<file path="src/rtl/ctrl_pipe_if.sv">
// Decoder-pipe bundle: ID-stage instruction fields in, per-stage control words out.
// CTRL_PERF_EN adds the retired/stall performance counters to the bundle.
interface ctrl_pipe_if #(
    parameter int unsigned ALU_W = 5,
    parameter int unsigned EXT_W = 2,
    parameter int unsigned REG_W = 5
);
    localparam int unsigned CW = 11 + ALU_W + EXT_W;

    logic             instr_valid;
    logic [5:0]       opcode;
    logic [5:0]       funct;
    logic [REG_W-1:0] rs;
    logic [REG_W-1:0] rt;
    logic [REG_W-1:0] rd;
    logic             flush_i;
    logic             mem_stall_i;
    logic             stall_o;
    logic             illegal_o;
    logic [CW-1:0]    ex_ctrl;
    logic [CW-1:0]    mem_ctrl;
    logic [CW-1:0]    wb_ctrl;
    logic [REG_W-1:0] ex_wreg;
    logic [REG_W-1:0] mem_wreg;
    logic [REG_W-1:0] wb_wreg;
    logic             halted_o;
`ifdef CTRL_PERF_EN
    logic [31:0]      retired_cnt;
    logic [31:0]      stall_cnt;

    modport master (
        output instr_valid, opcode, funct, rs, rt, rd, flush_i, mem_stall_i,
        input  stall_o, illegal_o, ex_ctrl, mem_ctrl, wb_ctrl,
        input  ex_wreg, mem_wreg, wb_wreg, halted_o, retired_cnt, stall_cnt
    );
    modport slave (
        input  instr_valid, opcode, funct, rs, rt, rd, flush_i, mem_stall_i,
        output stall_o, illegal_o, ex_ctrl, mem_ctrl, wb_ctrl,
        output ex_wreg, mem_wreg, wb_wreg, halted_o, retired_cnt, stall_cnt
    );
`else
    modport master (
        output instr_valid, opcode, funct, rs, rt, rd, flush_i, mem_stall_i,
        input  stall_o, illegal_o, ex_ctrl, mem_ctrl, wb_ctrl,
        input  ex_wreg, mem_wreg, wb_wreg, halted_o
    );
    modport slave (
        input  instr_valid, opcode, funct, rs, rt, rd, flush_i, mem_stall_i,
        output stall_o, illegal_o, ex_ctrl, mem_ctrl, wb_ctrl,
        output ex_wreg, mem_wreg, wb_wreg, halted_o
    );
`endif
endinterface

</file>
<file path="src/rtl/ctrl_pipe.sv">
// Pipelined main decoder: ID decode, control carry through EX/MEM/WB, load-use interlock
// and BREAK drain-then-halt. Define CTRL_PERF_EN for the retired/stall counters.
module ctrl_pipe #(
    parameter int unsigned ALU_W = 5,
    parameter int unsigned EXT_W = 2,
    parameter int unsigned REG_W = 5
) (
    input  logic       clk,
    input  logic       rst_n,
    ctrl_pipe_if.slave bus
);
    localparam int unsigned CW = 11 + ALU_W + EXT_W;

    localparam logic [ALU_W-1:0] ALUOP_ADDU = ALU_W'(0);
    localparam logic [ALU_W-1:0] ALUOP_SUBU = ALU_W'(1);
    localparam logic [ALU_W-1:0] ALUOP_AND  = ALU_W'(2);
    localparam logic [ALU_W-1:0] ALUOP_OR   = ALU_W'(3);
    localparam logic [ALU_W-1:0] ALUOP_XOR  = ALU_W'(4);
    localparam logic [ALU_W-1:0] ALUOP_SLT  = ALU_W'(5);
    localparam logic [ALU_W-1:0] ALUOP_SLL  = ALU_W'(6);
    localparam logic [ALU_W-1:0] ALUOP_SRL  = ALU_W'(7);
    localparam logic [ALU_W-1:0] ALUOP_SRA  = ALU_W'(8);
    localparam logic [ALU_W-1:0] ALUOP_LUI  = ALU_W'(9);
    localparam logic [ALU_W-1:0] ALUOP_ADD  = ALU_W'(10);

    localparam logic [EXT_W-1:0] EXT_ZERO = EXT_W'(0);
    localparam logic [EXT_W-1:0] EXT_SIGN = EXT_W'(1);
    localparam logic [EXT_W-1:0] EXT_HIGH = EXT_W'(2);

    localparam logic [5:0] OP_RTYPE = 6'h00;
    localparam logic [5:0] OP_J     = 6'h02;
    localparam logic [5:0] OP_BEQ   = 6'h04;
    localparam logic [5:0] OP_BNE   = 6'h05;
    localparam logic [5:0] OP_ADDI  = 6'h08;
    localparam logic [5:0] OP_ORI   = 6'h0D;
    localparam logic [5:0] OP_LUI   = 6'h0F;
    localparam logic [5:0] OP_LW    = 6'h23;
    localparam logic [5:0] OP_SW    = 6'h2B;

    localparam logic [5:0] FN_SLL   = 6'h00;
    localparam logic [5:0] FN_SRL   = 6'h02;
    localparam logic [5:0] FN_SRA   = 6'h03;
    localparam logic [5:0] FN_BREAK = 6'h0D;
    localparam logic [5:0] FN_ADDU  = 6'h21;
    localparam logic [5:0] FN_SUBU  = 6'h23;
    localparam logic [5:0] FN_AND   = 6'h24;
    localparam logic [5:0] FN_OR    = 6'h25;
    localparam logic [5:0] FN_XOR   = 6'h26;
    localparam logic [5:0] FN_SLT   = 6'h2A;

    typedef struct packed {
        logic             jump;
        logic             branch;
        logic             nbranch;
        logic             regdst;
        logic             alusrc;
        logic             alushift;
        logic             memr;
        logic             mem2r;
        logic             memw;
        logic             regw;
        logic             brk;
        logic [EXT_W-1:0] extop;
        logic [ALU_W-1:0] aluctrl;
    } ctrl_t;

    typedef enum logic [1:0] {RUN = 2'd0, DRAIN = 2'd1, HALT = 2'd2} state_t;

    state_t           state;
    ctrl_t            dec;
    ctrl_t            id_ctrl;
    ctrl_t            ex_q;
    ctrl_t            mem_q;
    ctrl_t            wb_q;
    logic [REG_W-1:0] id_wreg;
    logic [REG_W-1:0] ex_wreg_q;
    logic [REG_W-1:0] mem_wreg_q;
    logic [REG_W-1:0] wb_wreg_q;
    logic             legal;
    logic             uses_rt;
    logic             hazard;
    logic             stall_c;

    // Raw opcode/funct decode; unlisted encodings flag illegal.
    always_comb begin
        dec   = '0;
        legal = 1'b1;
        case (bus.opcode)
            OP_RTYPE: begin
                dec.regw = 1'b1;
                case (bus.funct)
                    FN_ADDU:  dec.aluctrl = ALUOP_ADDU;
                    FN_SUBU:  dec.aluctrl = ALUOP_SUBU;
                    FN_SLT:   dec.aluctrl = ALUOP_SLT;
                    FN_AND:   dec.aluctrl = ALUOP_AND;
                    FN_OR:    dec.aluctrl = ALUOP_OR;
                    FN_XOR:   dec.aluctrl = ALUOP_XOR;
                    FN_SLL: begin
                        dec.alushift = 1'b1;
                        dec.aluctrl  = ALUOP_SLL;
                    end
                    FN_SRL: begin
                        dec.alushift = 1'b1;
                        dec.aluctrl  = ALUOP_SRL;
                    end
                    FN_SRA: begin
                        dec.alushift = 1'b1;
                        dec.aluctrl  = ALUOP_SRA;
                    end
                    FN_BREAK: begin
                        dec.regw = 1'b0;
                        dec.brk  = 1'b1;
                    end
                    default: begin
                        dec.regw = 1'b0;
                        legal    = 1'b0;
                    end
                endcase
            end
            OP_ORI: begin
                dec.regdst  = 1'b1;
                dec.alusrc  = 1'b1;
                dec.regw    = 1'b1;
                dec.extop   = EXT_ZERO;
                dec.aluctrl = ALUOP_OR;
            end
            OP_LUI: begin
                dec.regdst  = 1'b1;
                dec.alusrc  = 1'b1;
                dec.regw    = 1'b1;
                dec.extop   = EXT_HIGH;
                dec.aluctrl = ALUOP_LUI;
            end
            OP_LW: begin
                dec.regdst  = 1'b1;
                dec.alusrc  = 1'b1;
                dec.memr    = 1'b1;
                dec.mem2r   = 1'b1;
                dec.regw    = 1'b1;
                dec.extop   = EXT_SIGN;
                dec.aluctrl = ALUOP_ADDU;
            end
            OP_SW: begin
                dec.alusrc  = 1'b1;
                dec.memw    = 1'b1;
                dec.extop   = EXT_SIGN;
                dec.aluctrl = ALUOP_ADDU;
            end
            OP_BEQ: begin
                dec.branch  = 1'b1;
                dec.extop   = EXT_SIGN;
                dec.aluctrl = ALUOP_SUBU;
            end
            OP_BNE: begin
                dec.nbranch = 1'b1;
                dec.extop   = EXT_SIGN;
                dec.aluctrl = ALUOP_SUBU;
            end
            OP_J:     dec.jump = 1'b1;
            OP_ADDI: begin
                dec.regdst  = 1'b1;
                dec.alusrc  = 1'b1;
                dec.regw    = 1'b1;
                dec.extop   = EXT_SIGN;
                dec.aluctrl = ALUOP_ADD;
            end
            default:  legal = 1'b0;
        endcase
    end

    // Destination selection; writes to r0 are suppressed, invalid/illegal become NOP.
    always_comb begin
        id_ctrl = dec;
        id_wreg = dec.regdst ? bus.rt : bus.rd;
        if (id_wreg == '0) begin
            id_ctrl.regw = 1'b0;
        end
        if (!bus.instr_valid || !legal) begin
            id_ctrl = '0;
            id_wreg = '0;
        end
    end

    assign uses_rt = (bus.opcode == OP_RTYPE) || (bus.opcode == OP_BEQ) ||
                     (bus.opcode == OP_BNE)   || (bus.opcode == OP_SW);

    assign hazard = ex_q.memr && (ex_wreg_q != '0) && bus.instr_valid &&
                    ((ex_wreg_q == bus.rs) || (uses_rt && (ex_wreg_q == bus.rt)));

    // A flush overrides the interlock: the dependent instruction is being killed anyway.
    assign stall_c = bus.mem_stall_i || (state != RUN) || (hazard && !bus.flush_i);

    always_ff @(posedge clk) begin
        if (!rst_n) begin
            state      <= RUN;
            ex_q       <= '0;
            mem_q      <= '0;
            wb_q       <= '0;
            ex_wreg_q  <= '0;
            mem_wreg_q <= '0;
            wb_wreg_q  <= '0;
        end else if (state == HALT) begin
            ex_q       <= '0;
            mem_q      <= '0;
            wb_q       <= '0;
            ex_wreg_q  <= '0;
            mem_wreg_q <= '0;
            wb_wreg_q  <= '0;
        end else if (!bus.mem_stall_i) begin
            mem_q      <= ex_q;
            mem_wreg_q <= ex_wreg_q;
            wb_q       <= mem_q;
            wb_wreg_q  <= mem_wreg_q;
            if ((state == RUN) && !bus.flush_i && !hazard) begin
                ex_q      <= id_ctrl;
                ex_wreg_q <= id_wreg;
                if (id_ctrl.brk) begin
                    state <= DRAIN;
                end
            end else begin
                ex_q      <= '0;
                ex_wreg_q <= '0;
            end
            // Halt on the edge that lands the BREAK word in WB.
            if ((state == DRAIN) && mem_q.brk) begin
                state <= HALT;
            end
        end
    end

    assign bus.stall_o   = stall_c;
    assign bus.illegal_o = bus.instr_valid && !legal;
    assign bus.halted_o  = (state == HALT);
    assign bus.ex_ctrl   = CW'(ex_q);
    assign bus.mem_ctrl  = CW'(mem_q);
    assign bus.wb_ctrl   = CW'(wb_q);
    assign bus.ex_wreg   = ex_wreg_q;
    assign bus.mem_wreg  = mem_wreg_q;
    assign bus.wb_wreg   = wb_wreg_q;

`ifdef CTRL_PERF_EN
    logic [31:0] retired_q;
    logic [31:0] stall_cnt_q;

    // Counters wrap naturally and freeze once halted.
    always_ff @(posedge clk) begin
        if (!rst_n) begin
            retired_q   <= '0;
            stall_cnt_q <= '0;
        end else if (state != HALT) begin
            if ((wb_q != '0) && !bus.mem_stall_i) begin
                retired_q <= retired_q + 32'd1;
            end
            if (stall_c && (state == RUN)) begin
                stall_cnt_q <= stall_cnt_q + 32'd1;
            end
        end
    end

    assign bus.retired_cnt = retired_q;
    assign bus.stall_cnt   = stall_cnt_q;
`endif
endmodule

</file>
<file path="src/flat_wrapper.sv">
// flat-port wrapper written by rule: the top's interface ports become plain ports
module ctrl_pipe_flat 
#(
    parameter int unsigned ALU_W = 5,
    parameter int unsigned EXT_W = 2,
    parameter int unsigned REG_W = 5
)
  (clk, rst_n, bus_instr_valid, bus_opcode, bus_funct, bus_rs, bus_rt, bus_rd, bus_flush_i, bus_mem_stall_i, bus_stall_o, bus_illegal_o, bus_ex_ctrl, bus_mem_ctrl, bus_wb_ctrl, bus_ex_wreg, bus_mem_wreg, bus_wb_wreg, bus_halted_o);
  ctrl_pipe_if #(.ALU_W(ALU_W), .EXT_W(EXT_W), .REG_W(REG_W)) bus_i ();
  input  logic clk;
  input  logic rst_n;
  input wire logic [$bits(bus_i.instr_valid)-1:0] bus_instr_valid;
  input wire logic [$bits(bus_i.opcode)-1:0] bus_opcode;
  input wire logic [$bits(bus_i.funct)-1:0] bus_funct;
  input wire logic [$bits(bus_i.rs)-1:0] bus_rs;
  input wire logic [$bits(bus_i.rt)-1:0] bus_rt;
  input wire logic [$bits(bus_i.rd)-1:0] bus_rd;
  input wire logic [$bits(bus_i.flush_i)-1:0] bus_flush_i;
  input wire logic [$bits(bus_i.mem_stall_i)-1:0] bus_mem_stall_i;
  output wire logic [$bits(bus_i.stall_o)-1:0] bus_stall_o;
  output wire logic [$bits(bus_i.illegal_o)-1:0] bus_illegal_o;
  output wire logic [$bits(bus_i.ex_ctrl)-1:0] bus_ex_ctrl;
  output wire logic [$bits(bus_i.mem_ctrl)-1:0] bus_mem_ctrl;
  output wire logic [$bits(bus_i.wb_ctrl)-1:0] bus_wb_ctrl;
  output wire logic [$bits(bus_i.ex_wreg)-1:0] bus_ex_wreg;
  output wire logic [$bits(bus_i.mem_wreg)-1:0] bus_mem_wreg;
  output wire logic [$bits(bus_i.wb_wreg)-1:0] bus_wb_wreg;
  output wire logic [$bits(bus_i.halted_o)-1:0] bus_halted_o;
  assign bus_i.instr_valid = bus_instr_valid;
  assign bus_i.opcode = bus_opcode;
  assign bus_i.funct = bus_funct;
  assign bus_i.rs = bus_rs;
  assign bus_i.rt = bus_rt;
  assign bus_i.rd = bus_rd;
  assign bus_i.flush_i = bus_flush_i;
  assign bus_i.mem_stall_i = bus_mem_stall_i;
  assign bus_stall_o = bus_i.stall_o;
  assign bus_illegal_o = bus_i.illegal_o;
  assign bus_ex_ctrl = bus_i.ex_ctrl;
  assign bus_mem_ctrl = bus_i.mem_ctrl;
  assign bus_wb_ctrl = bus_i.wb_ctrl;
  assign bus_ex_wreg = bus_i.ex_wreg;
  assign bus_mem_wreg = bus_i.mem_wreg;
  assign bus_wb_wreg = bus_i.wb_wreg;
  assign bus_halted_o = bus_i.halted_o;
  ctrl_pipe #(.ALU_W(ALU_W), .EXT_W(EXT_W), .REG_W(REG_W)) u_core (.clk(clk), .rst_n(rst_n), .bus(bus_i));
endmodule
</file>
<file path="config.mk">
export PLATFORM = sky130hd
export DESIGN_NAME = ctrl_pipe_flat
export DESIGN_NICKNAME = d
export VERILOG_FILES = /design/src/rtl/ctrl_pipe_if.sv /design/src/rtl/ctrl_pipe.sv /design/src/flat_wrapper.sv
export SDC_FILE = /design/constraint.sdc
export NUM_CORES = 1
export LEC_CHECK = 0
export ABC_AREA = 1
export BUFFER_PORTS_ARGS = -buffer_cell sky130_fd_sc_hd__buf_2
export CORE_MARGIN = 4
export CORE_UTILIZATION = 50
export CTS_CLUSTER_DIAMETER = 150
export CTS_CLUSTER_SIZE = 12
export DETAILED_ROUTE_END_ITERATION = 12
export PLACE_DENSITY_LB_ADDON = 0.3
export SETUP_SLACK_MARGIN = 0.3
export SLEW_MARGIN = 5
export SYNTH_ARGS = -nofsm -noshare
export SYNTH_HDL_FRONTEND = slang
export SYNTH_SLANG_ARGS = --single-unit
</file>
<file path="constraint.sdc">
create_clock -name clk -period 3.5 [get_ports clk]
set_clock_uncertainty 0.1 [all_clocks]
set_input_delay 0.7 -clock clk [delete_from_list [all_inputs] [get_ports clk]]
set_output_delay 0.7 -clock clk [all_outputs]
set_load 0.05 [all_outputs]
</file>
==> results of run 1 <==
==> sequential cells by signal, indices dropped and copies added (netlist names) <==
| name | cells |
|---|---|
| u_core.bus.ex_ctrl | 16 |
| u_core.bus.ex_wreg | 5 |
| u_core.bus.mem_ctrl | 16 |
| u_core.bus.mem_wreg | 5 |
| u_core.bus.wb_ctrl | 16 |
| u_core.bus.wb_wreg | 5 |
| u_core.state | 2 |
==> cells in the mapped netlist (5+ instances only) <==
master,number,area (sq um)
nor2_1,33,124
inv_1,41,154
o21ai_0,6,30.0
dfxtp_1,65,1300
nand2_1,157,589
nor2_2,6,37.5
nand3_1,20,100
xnor2_1,6,52.6
a21oi_1,63,315
buf_4,7,52.6
clkbuf_1,14,52.6
nand4_1,5,31.3
==> kinds of logic after synthesis <==
kind of cell,after synthesis,synth area share
and+or+nand+nor,235,0.321
other,1,0.00122
DFF,65,0.424
xor gates and xnor gates,8,0.0228
buffers and inverters,67,0.0930
AOI/OAI and AO/OA,79,0.137
==> worst max path at each step <==
stage | startpoint | endpoint | slack (ns) | cells after the start
after CTS | bus_opcode[4] | bus_stall_o | 0.60 | 11
after global routing | bus_opcode[4] | bus_stall_o | 0.44 | 11
after floorplan | bus_opcode[4] | bus_stall_o | 0.56 | 9
after global placement | bus_opcode[4] | bus_stall_o | 0.67 | 11
final | bus_opcode[4] | bus_stall_o | 0.60 | 11
after detailed placement | bus_opcode[4] | bus_stall_o | 0.61 | 11
==> cell type report <==
class,instances,area share
multi-input combinational,325,0.396
sequential,65,0.344
timing repair buffer,102,0.136
clock buffer,12,0.0437
inverter,42,0.0417
tap,75,0.0248
clock inverter,4,0.0132
==> metrics by stage <==
stage / instance area [sq um] / instances
final: 3780 / 625
after global routing: 3780 / 625
after CTS: 3780 / 625
after detailed placement: 3570 / 609
after global placement: 3570 / 609
after floorplan: 3080 / 457
==> critical path, delay by kind of cell <==
family / cells / cell delay (ns)
AND/OR/NAND/NOR: 7 / 0.78
AO/OA/AOI/OAI: 1 / 0.11
buffers and inverters: 3 / 0.50
==> per-layer routing <==
| layer | up-vias | track usage |
|---|---|---|
| li1 | 1617 | - |
| met1 | 1400 | 0.286 |
| met2 | 111 | 0.347 |
| met3 | 18 | 0.0409 |
| met4 | 0 | 0.0935 |
| met5 | - | 0 |
==> power groups by stage <==
stage               sequential, mW  combinational [mW]  clock [mW]
global placement             0.758               0.125           0
global route                 0.741               0.143       0.711
detailed placement           0.758               0.128           0
finish                       0.741               0.128       0.662
CTS                          0.741               0.128       0.674
floorplan                    0.760              0.0862           0
==> key figures, run 1 <==
Floorplanning
  – Die X: 86.3 microns
  – Chip Height: 86.3 microns
  – Ports: 104
  – Row count: 28
  – Initial Util: 0.518
  – Die area: 0.00745 sq mm
  – Core area: 0.00592 sq mm

GRT
  – Vias in the first global route: 2,782
  – Initial antenna violation count: 0
  – GRT Residual Overflow: 0
  – Total track usage: 0.217
  – Global-route wire length before repair: 13,000 microns
  – Largest net degree at the start of global routing: 47

Cells and area
  – Synth-to-layout area growth: 23.3%
  – Register area: 0.00130 sq mm
  – Fin util: 0.639
  – Commonest non-fill, non-tap cell in the layout: nand2_1
  – Commonest non-fill, non-tap cells in the layout: 157 x nand2_1, 100 x buf_2, 65 x dfxtp_1
  – Ant. Diodes: 0
  – Share of cells above drive strength 1: 0.242
  – Area occupied by multi-input gates: 0.00150 sq mm
  – Nets: 577
  – Fillers: 578

Yosys
  – Seq/Total Area, Yosys: 0.424
  – Avg Inst Size Synth: 6.74 sq um
  – Synthesis Warnings: 0
  – Netlist Area Pre-Place: 0.00307 sq mm
  – Post-synth EDFFs: 0
  – Synthesized flop and latch total: 65
  – Post-synth cell types: 34
  – Top FF cell, synth: dfxtp_1
  – Synth async-reset ratio: 0
  – Post-Syn Instances: 455

Route
  – Top Layer Used: met4
  – Post-Route WL: 7940 microns
  – ANT nets after route: 0
  – Met3 Wirelength: 491 microns
  – M1 WL: 3500 microns
  – TritonRoute pass-1 iters: 6
  – Met2 routed WL: 3760 microns
  – Post-route DRC: 0
  – Iter 0 DRT Violations: 166
  – Via/cell ratio: 5.03
  – WL/cell: 12.7 microns
  – Via count: 3,146

Setup path
  – R2R Setup Slk: 1.40 ns
  – Worst r2r path cells: 9
  – Setup crit start kind: input pin
  – Most common cell on crit path: nand2_1
  – Worst Path Arrival: 2.10 ns
  – WP data required: 2.70 ns
  – Worst path cell trace: buf_2 > nor2_2 > nand2_2 > nor2_2 > inv_1 > nand2_1 > nand2_1 > nand2_1 > nand2_1 > o21ai_1 > buf_2
  – Crit-path max FO: 6
  – Worst r2r src: u_core.bus.ex_wreg[1]$_SDFFE_PP0N_
  – CP max stage cell: buf_2
  – Critical path class: input pin to output port
  – Largest stage delay, worst path: 0.27 ns
  – CP endpoint kind: output port
  – Reg-to-Reg End: u_core.bus.ex_ctrl[8]$_SDFFE_PP0N_

Pwr
  – P per Cell Area: 405 mW/mm^2
  – Comb pwr share: 0.084
  – Clock power share: 0.432
  – Seq pwr share: 0.484
  – Overall Power: 1.53 mW
  – Leakage: 1.76 nW
  – VDD IR max: 0.000293 V
  – Switching power total: 0.369 mW
  – Switching part of the total: 0.241
  – Cell Int Power: 1.16 mW

Worst hold path
  – Hold Path Origin: u_core.bus.wb_wreg[2]$_SDFFE_PP0N_
  – Hold Path Class: flop to flop
  – Hold endpoint: u_core.bus.wb_wreg[2]$_SDFFE_PP0N_
  – Worst hold path stage count: 2

Clock network
  – Setup bufs post-CTS: 0
  – Hold_buf cts: 0
  – Worst-path clk slew: 0.06 ns
  – Clk buf depth: 2
  – TritonCTS Sinks: 65
  – CTS H-tree depth: 3
  – Clk root buf: clkbuf_8
  – Clk_lat worst skew: 0.33 ns
  – CTS resizes: 0
  – Num CTS Buffers: 9
  – CTS tree: built

Job
  – Max cap viols: 0

Timing
  – Final Cycle Share: 0.830
  – Setup TNS: 0 ns
  – Final Setup Violations: 0
  – Slew headroom: 0.491
  – Tmin final: 2.90 ns
  – Hold Fails Final Rpt: 0
  – Unrepaired setup endpoints after global routing: no
  – WHS: 0.362 ns
  – Fin. max-slew vios: 0
  – Worst Max-Slew Pin Slew: 0.760 ns
  – Fmax: 344 MHz
  – Final WS setup: 0.596 ns

Place
  – Pre-CTS setup slack: 0.606 ns
  – Dpl hpwl: 5930 microns
  – GP Congestion: 0.926
  – PortBufs: 100

Run status
  – Run status: finished, final reports clean
No activity file was read; power rests on OpenSTA's default activity.
==> run 2: changes to the inputs <==
==> constraint.sdc (replaced) <==
create_clock -name clk -period 3 [get_ports clk]
set_clock_uncertainty 0.1 [all_clocks]
set_input_delay 0.6 -clock clk [delete_from_list [all_inputs] [get_ports clk]]
set_output_delay 0.6 -clock clk [all_outputs]
set_load 0.05 [all_outputs]
==> key figures, run 2 (same netlist as run 1, synthesis figures left out) <==
Run status
  – Run status: finished, final reports clean

Clock network
  – CTS H-tree depth: 3
  – Hold_buf cts: 0
  – Worst-path clk slew: 0.07 ns
  – TritonCTS Sinks: 65
  – Num CTS Buffers: 9
  – CTS tree: built
  – Clk_lat worst skew: 0.33 ns
  – CTS resizes: 0
  – Clk root buf: clkbuf_8
  – Clk buf depth: 2
  – Setup bufs post-CTS: 0

Route
  – TritonRoute pass-1 iters: 4
  – Iter 0 DRT Violations: 156
  – Post-Route WL: 7770 microns
  – Via count: 3,127
  – Via/cell ratio: 5.00
  – ANT nets after route: 0
  – Post-route DRC: 0
  – WL/cell: 12.4 microns

Floorplanning
  – Ports: 104
  – Die X: 86.3 microns
  – Core area: 0.00592 sq mm
  – Chip Height: 86.3 microns
  – Die area: 0.00745 sq mm
  – Initial Util: 0.518
  – Row count: 28

GRT
  – Vias in the first global route: 2,788
  – Largest net degree at the start of global routing: 41
  – Initial antenna violation count: 0
  – GRT Residual Overflow: 0
  – Global-route wire length before repair: 12,700 microns
  – Total track usage: 0.210

Setup path
  – Crit path buffers/inverters: 4
  – Worst Path Arrival: 1.90 ns
  – Delay-heaviest family, CP: simple AND/OR/NAND/NOR gates
  – Crit-path max FO: 5
  – Critical path class: input pin to output port
  – WP data required: 2.30 ns
  – Worst path cell trace: buf_2 > nor2_2 > inv_1 > nor2_2 > inv_1 > nand2_1 > nand2_1 > nand2_1 > nand2_1 > o21ai_2 > clkbuf_4
  – Largest stage delay, worst path: 0.23 ns
  – Setup crit start kind: input pin
  – CP max stage cell: clkbuf_4
  – CP endpoint kind: output port
  – Most common cell on crit path: nand2_1

Timing
  – Fin. max-slew vios: 0
  – Fmax: 384 MHz
  – Unrepaired setup endpoints after global routing: yes
  – Slew headroom: 0.347
  – Final WS setup: 0.396 ns
  – Tmin final: 2.60 ns
  – Final Cycle Share: 0.868
  – Setup TNS: 0 ns
  – Worst Max-Slew Pin Slew: 0.975 ns
  – Final Setup Violations: 0
  – Hold Fails Final Rpt: 0

Cells and area
  – Register area: 0.00130 sq mm
  – Non-Filler Instances: 626
  – Commonest non-fill, non-tap cells in the layout: 157 x nand2_1, 99 x buf_2, 65 x dfxtp_1
  – Fin util: 0.645
  – Commonest non-fill, non-tap cell in the layout: nand2_1
  – Synth-to-layout area growth: 24.5%
  – Nets: 578
  – Area occupied by multi-input gates: 0.00151 sq mm
  – Ant. Diodes: 0
  – Share of cells above drive strength 1: 0.247
  – Fillers: 565

Worst hold path
  – Hold Path Class: flop to flop

Pwr
  – VDD IR max: 0.000354 V
  – P per Cell Area: 485 mW/mm^2
  – Overall Power: 1.85 mW
  – Leakage: 1.78 nW

Place
  – Pre-CTS setup slack: 0.333 ns
  – PortBufs: 100
  – Cells after DPL: 610
  – Dpl hpwl: 5810 microns
  – GP Congestion: 0.905

Job
  – Max cap viols: 0
-- run 2: tightest hold or removal path: cells and delay by family (launching register included) --
family	cells	cell delay [ns]
flip-flops	1	0.31
AND/OR/NAND/NOR	1	0.06
AO/OA/AOI/OAI	1	0.05
-- run 2: routing by layer --
layer / up-vias / global-route usage / wire (microns)
li1: 1618 / - / -
met1: 1395 / 0.271 / 3460
met2: 92 / 0.334 / 3570
met3: 22 / 0.0475 / 497
met4: 0 / 0.0963 / 232
met5: - / 0 / 0
-- run 2: path summary, 6_finish.rpt --
check                                     start                                 end  slack (ns)  cells past startpoint
min          u_core.bus.wb_ctrl[5]$_SDFFE_PP0N_  u_core.bus.wb_ctrl[5]$_SDFFE_PP0N_        0.36                      2
min reg2reg  u_core.bus.wb_ctrl[5]$_SDFFE_PP0N_  u_core.bus.wb_ctrl[5]$_SDFFE_PP0N_        0.36                      2
max reg2reg  u_core.bus.ex_wreg[0]$_SDFFE_PP0N_  u_core.bus.ex_ctrl[8]$_SDFFE_PP0N_        0.88                      9
max                               bus_opcode[2]                         bus_stall_o        0.40                     11
-- run 2: stage by stage --
step | hold WS [ns] | instance area [sq um]
after floorplan | 0.369 | 3080
after detailed placement | 0.353 | 3580
after global placement | 0.349 | 3580
final | 0.361 | 3820
after global routing | 0.379 | 3820
after CTS | 0.363 | 3810
-- run 2: power breakdown --
group | leakage (nW) | internal (mW) | switching, mW
Combinational | 1.14 | 0.0438 | 0.109
Sequential | 0.523 | 0.863 | 0.00120
Clock | 0.115 | 0.510 | 0.323
Total | 1.78 | 1.42 | 0.433
-- run 2: layout make-up --
type	instances	area share
well taps	75	0.0246
clock buffers	11	0.0396
repair buffers	103	0.138
clock inverters	5	0.0203
flip-flops and latches	65	0.341
inverters	42	0.0413
multi-input cells	325	0.396
==> run 3: changes to the inputs <==
--- a/config.mk
+++ b/config.mk
@@ -8,7 +8,7 @@
 export ABC_AREA = 1
 export BUFFER_PORTS_ARGS = -buffer_cell sky130_fd_sc_hd__buf_2
 export CORE_MARGIN = 4
-export CORE_UTILIZATION = 50
+export CORE_UTILIZATION = 45
 export CTS_CLUSTER_DIAMETER = 150
 export CTS_CLUSTER_SIZE = 12
 export DETAILED_ROUTE_END_ITERATION = 12
==> constraint.sdc (replaced) <==
create_clock -name clk -period 2.1 [get_ports clk]
set_clock_uncertainty 0.1 [all_clocks]
set_input_delay 0.42 -clock clk [delete_from_list [all_inputs] [get_ports clk]]
set_output_delay 0.42 -clock clk [all_outputs]
set_load 0.005 [all_outputs]
==> key figures, run 3 (same netlist as run 1, synthesis figures left out) <==
Floorplanning
  – Ports: 104
  – Initial Util: 0.472
  – Chip Height: 90.6 microns
  – Die X: 90.6 microns
  – Die area: 0.00820 sq mm
  – Core area: 0.00649 sq mm
  – Row count: 29

Clock network
  – CTS tree: built
  – Num CTS Buffers: 9
  – Clk_lat worst skew: 0.34 ns
  – Clk root buf: clkbuf_8
  – Worst-path clk slew: 0.08 ns
  – Clk buf depth: 2
  – CTS H-tree depth: 3
  – TritonCTS Sinks: 65
  – Hold_buf cts: 0

Setup path
  – CP endpoint kind: output port
  – Worst r2r src: u_core.bus.ex_wreg[2]$_SDFFE_PP0N_
  – Most common cell on crit path: nand2_1
  – WP data required: 1.58 ns
  – Worst path cell trace: inv_2 > nand2_1 > nand4_1 > nor2_4 > nand2_1 > nand2_1 > nand2_2 > o21ai_1 > buf_2
  – Worst Path Arrival: 1.55 ns
  – Crit-path max FO: 7
  – CP Launch Point: u_core.bus.ex_wreg[3]$_SDFFE_PP0N_
  – Critical path class: flop to output port
  – Setup crit start kind: flop
  – CP max stage cell: dfxtp_4
  – Largest stage delay, worst path: 0.40 ns

Cells and area
  – Synth-to-layout area growth: 53.2%
  – Commonest non-fill, non-tap cell in the layout: nand2_1
  – Nets: 629
  – Share of cells above drive strength 1: 0.440
  – Finished Cell Area: 0.00470 sq mm
  – Commonest non-fill, non-tap cells in the layout: 138 x nand2_1, 93 x buf_2, 60 x dfxtp_1
  – Ant. Diodes: 0
  – Non-Filler Instances: 679

GRT
  – Initial antenna violation count: 0
  – Vias in the first global route: 3,144
  – Largest net degree at the start of global routing: 64
  – Total track usage: 0.218
  – Global-route wire length before repair: 14,700 microns
  – GRT Residual Overflow: 0

Place
  – Dpl hpwl: 6230 microns
  – Cells after DPL: 626
  – Pre-CTS setup slack: -0.0200 ns
  – GP Congestion: 0.933
  – DP Area: 0.00371 sq mm
  – PortBufs: 100

Route
  – Post-route DRC: 0
  – Via count: 3,552
  – WL/cell: 15.2 microns
  – Post-Route WL: 10,300 microns
  – Iter 0 DRT Violations: 240
  – ANT nets after route: 0
  – TritonRoute pass-1 iters: 5
  – Via/cell ratio: 5.23

Timing
  – Slew headroom: 0.630
  – Final WS setup: 0.0252 ns
  – Tmin final: 2.07 ns
  – Unrepaired setup endpoints after global routing: yes
  – Fmax: 482 MHz
  – Worst Max-Slew Pin Slew: 0.554 ns
  – Final Setup Violations: 0
  – Hold Fails Final Rpt: 0
  – Fin. max-slew vios: 0
  – Final Cycle Share: 0.988

Worst hold path
  – Hold Path Class: input pin to flop
  – Hold Path Origin: rst_n

Pwr
  – Comb pwr share: 0.114
  – Leakage: 2.27 nW
  – Switching power total: 0.688 mW
  – VDD IR max: 0.000346 V
  – P per Cell Area: 575 mW/mm^2
  – Clock power share: 0.431
  – Switching part of the total: 0.254
  – Seq pwr share: 0.455
  – Cell Int Power: 2.02 mW

Run status
  – Run status: finished, final reports clean

Job
  – Max cap viols: 0
## run 3: cell types whose count changed in the layout (fill, tap and decap cells not counted), sizes merged
cell / before / now
clkbuf: 12 / 9
clkinv: 2 / 4
buf: 102 / 154
## run 3: cell type report
cell class / instances / area, sq um
fillers: 488 / 1790
clock inverters: 7 / 95.1
repair buffers: 154 / 1040
multi-input cells: 325 / 1870
flip-flops and latches: 65 / 1320
well taps: 77 / 96.3
inverters: 42 / 163
clock buffers: 9 / 124
## run 3: worst max-delay path: cells and delay by family (launching register included)
kind                   cells  cell delay, ns
DFF                        1            0.40
buffers and inverters      2            0.16
AOI/OAI and AO/OA          1            0.10
and+or+nand+nor            6            0.55
## run 3: path summary, 6_finish.rpt
check	end	slack, ns	cells past startpoint
worst max register to register	u_core.bus.ex_ctrl[15]$_SDFFE_PP0N_	0.15	13
worst min-delay path	u_core.state[1]$_SDFFE_PN0P_	0.24	3
worst max-delay path	bus_stall_o	0.03	9
worst min register to register	u_core.bus.wb_ctrl[8]$_SDFFE_PP0N_	0.36	2
## run 3: power groups by stage
stage	Clock, mW	Sequential, mW	Combinational (mW)
4_1_cts	1.18	1.23	0.250
6_report	1.17	1.23	0.310
2_1_floorplan	0	1.26	0.124
3_5_place_dp	0	1.26	0.208
5_1_grt	1.24	1.23	0.334
3_3_place_gp	0	1.26	0.206
## run 3: what timing repair did
action	CTS	global route
pin swaps	23	26
cloned	1	0
endpoints found under the hold margin	0	0
buffers inserted	27	9
gates resized for setup	47	94
endpoints found under the setup margin	21	25
## run 3: layer usage
layer,global-route usage,vias to the layer above,share of wire
li1,-,1717,-
met1,0.282,1638,0.40
met2,0.348,160,0.48
met3,0.0450,37,0.078
met4,0.102,0,0.042
met5,0,-,0
## run 3: per-stage QoR
| step | utilization | hold WS (ns) | TNS, ns | power, mW |
|---|---|---|---|---|
| floorplan | - | 0.362 | 0 | 1.39 |
| global placement | 0.572 | 0.349 | -0.0242 | 1.47 |
| detailed placement | 0.572 | 0.354 | -0.0478 | 1.47 |
| CTS | 0.660 | 0.221 | 0 | 2.66 |
| global route | 0.724 | 0.239 | -0.113 | 2.81 |
| finish | 0.724 | 0.236 | 0 | 2.70 |
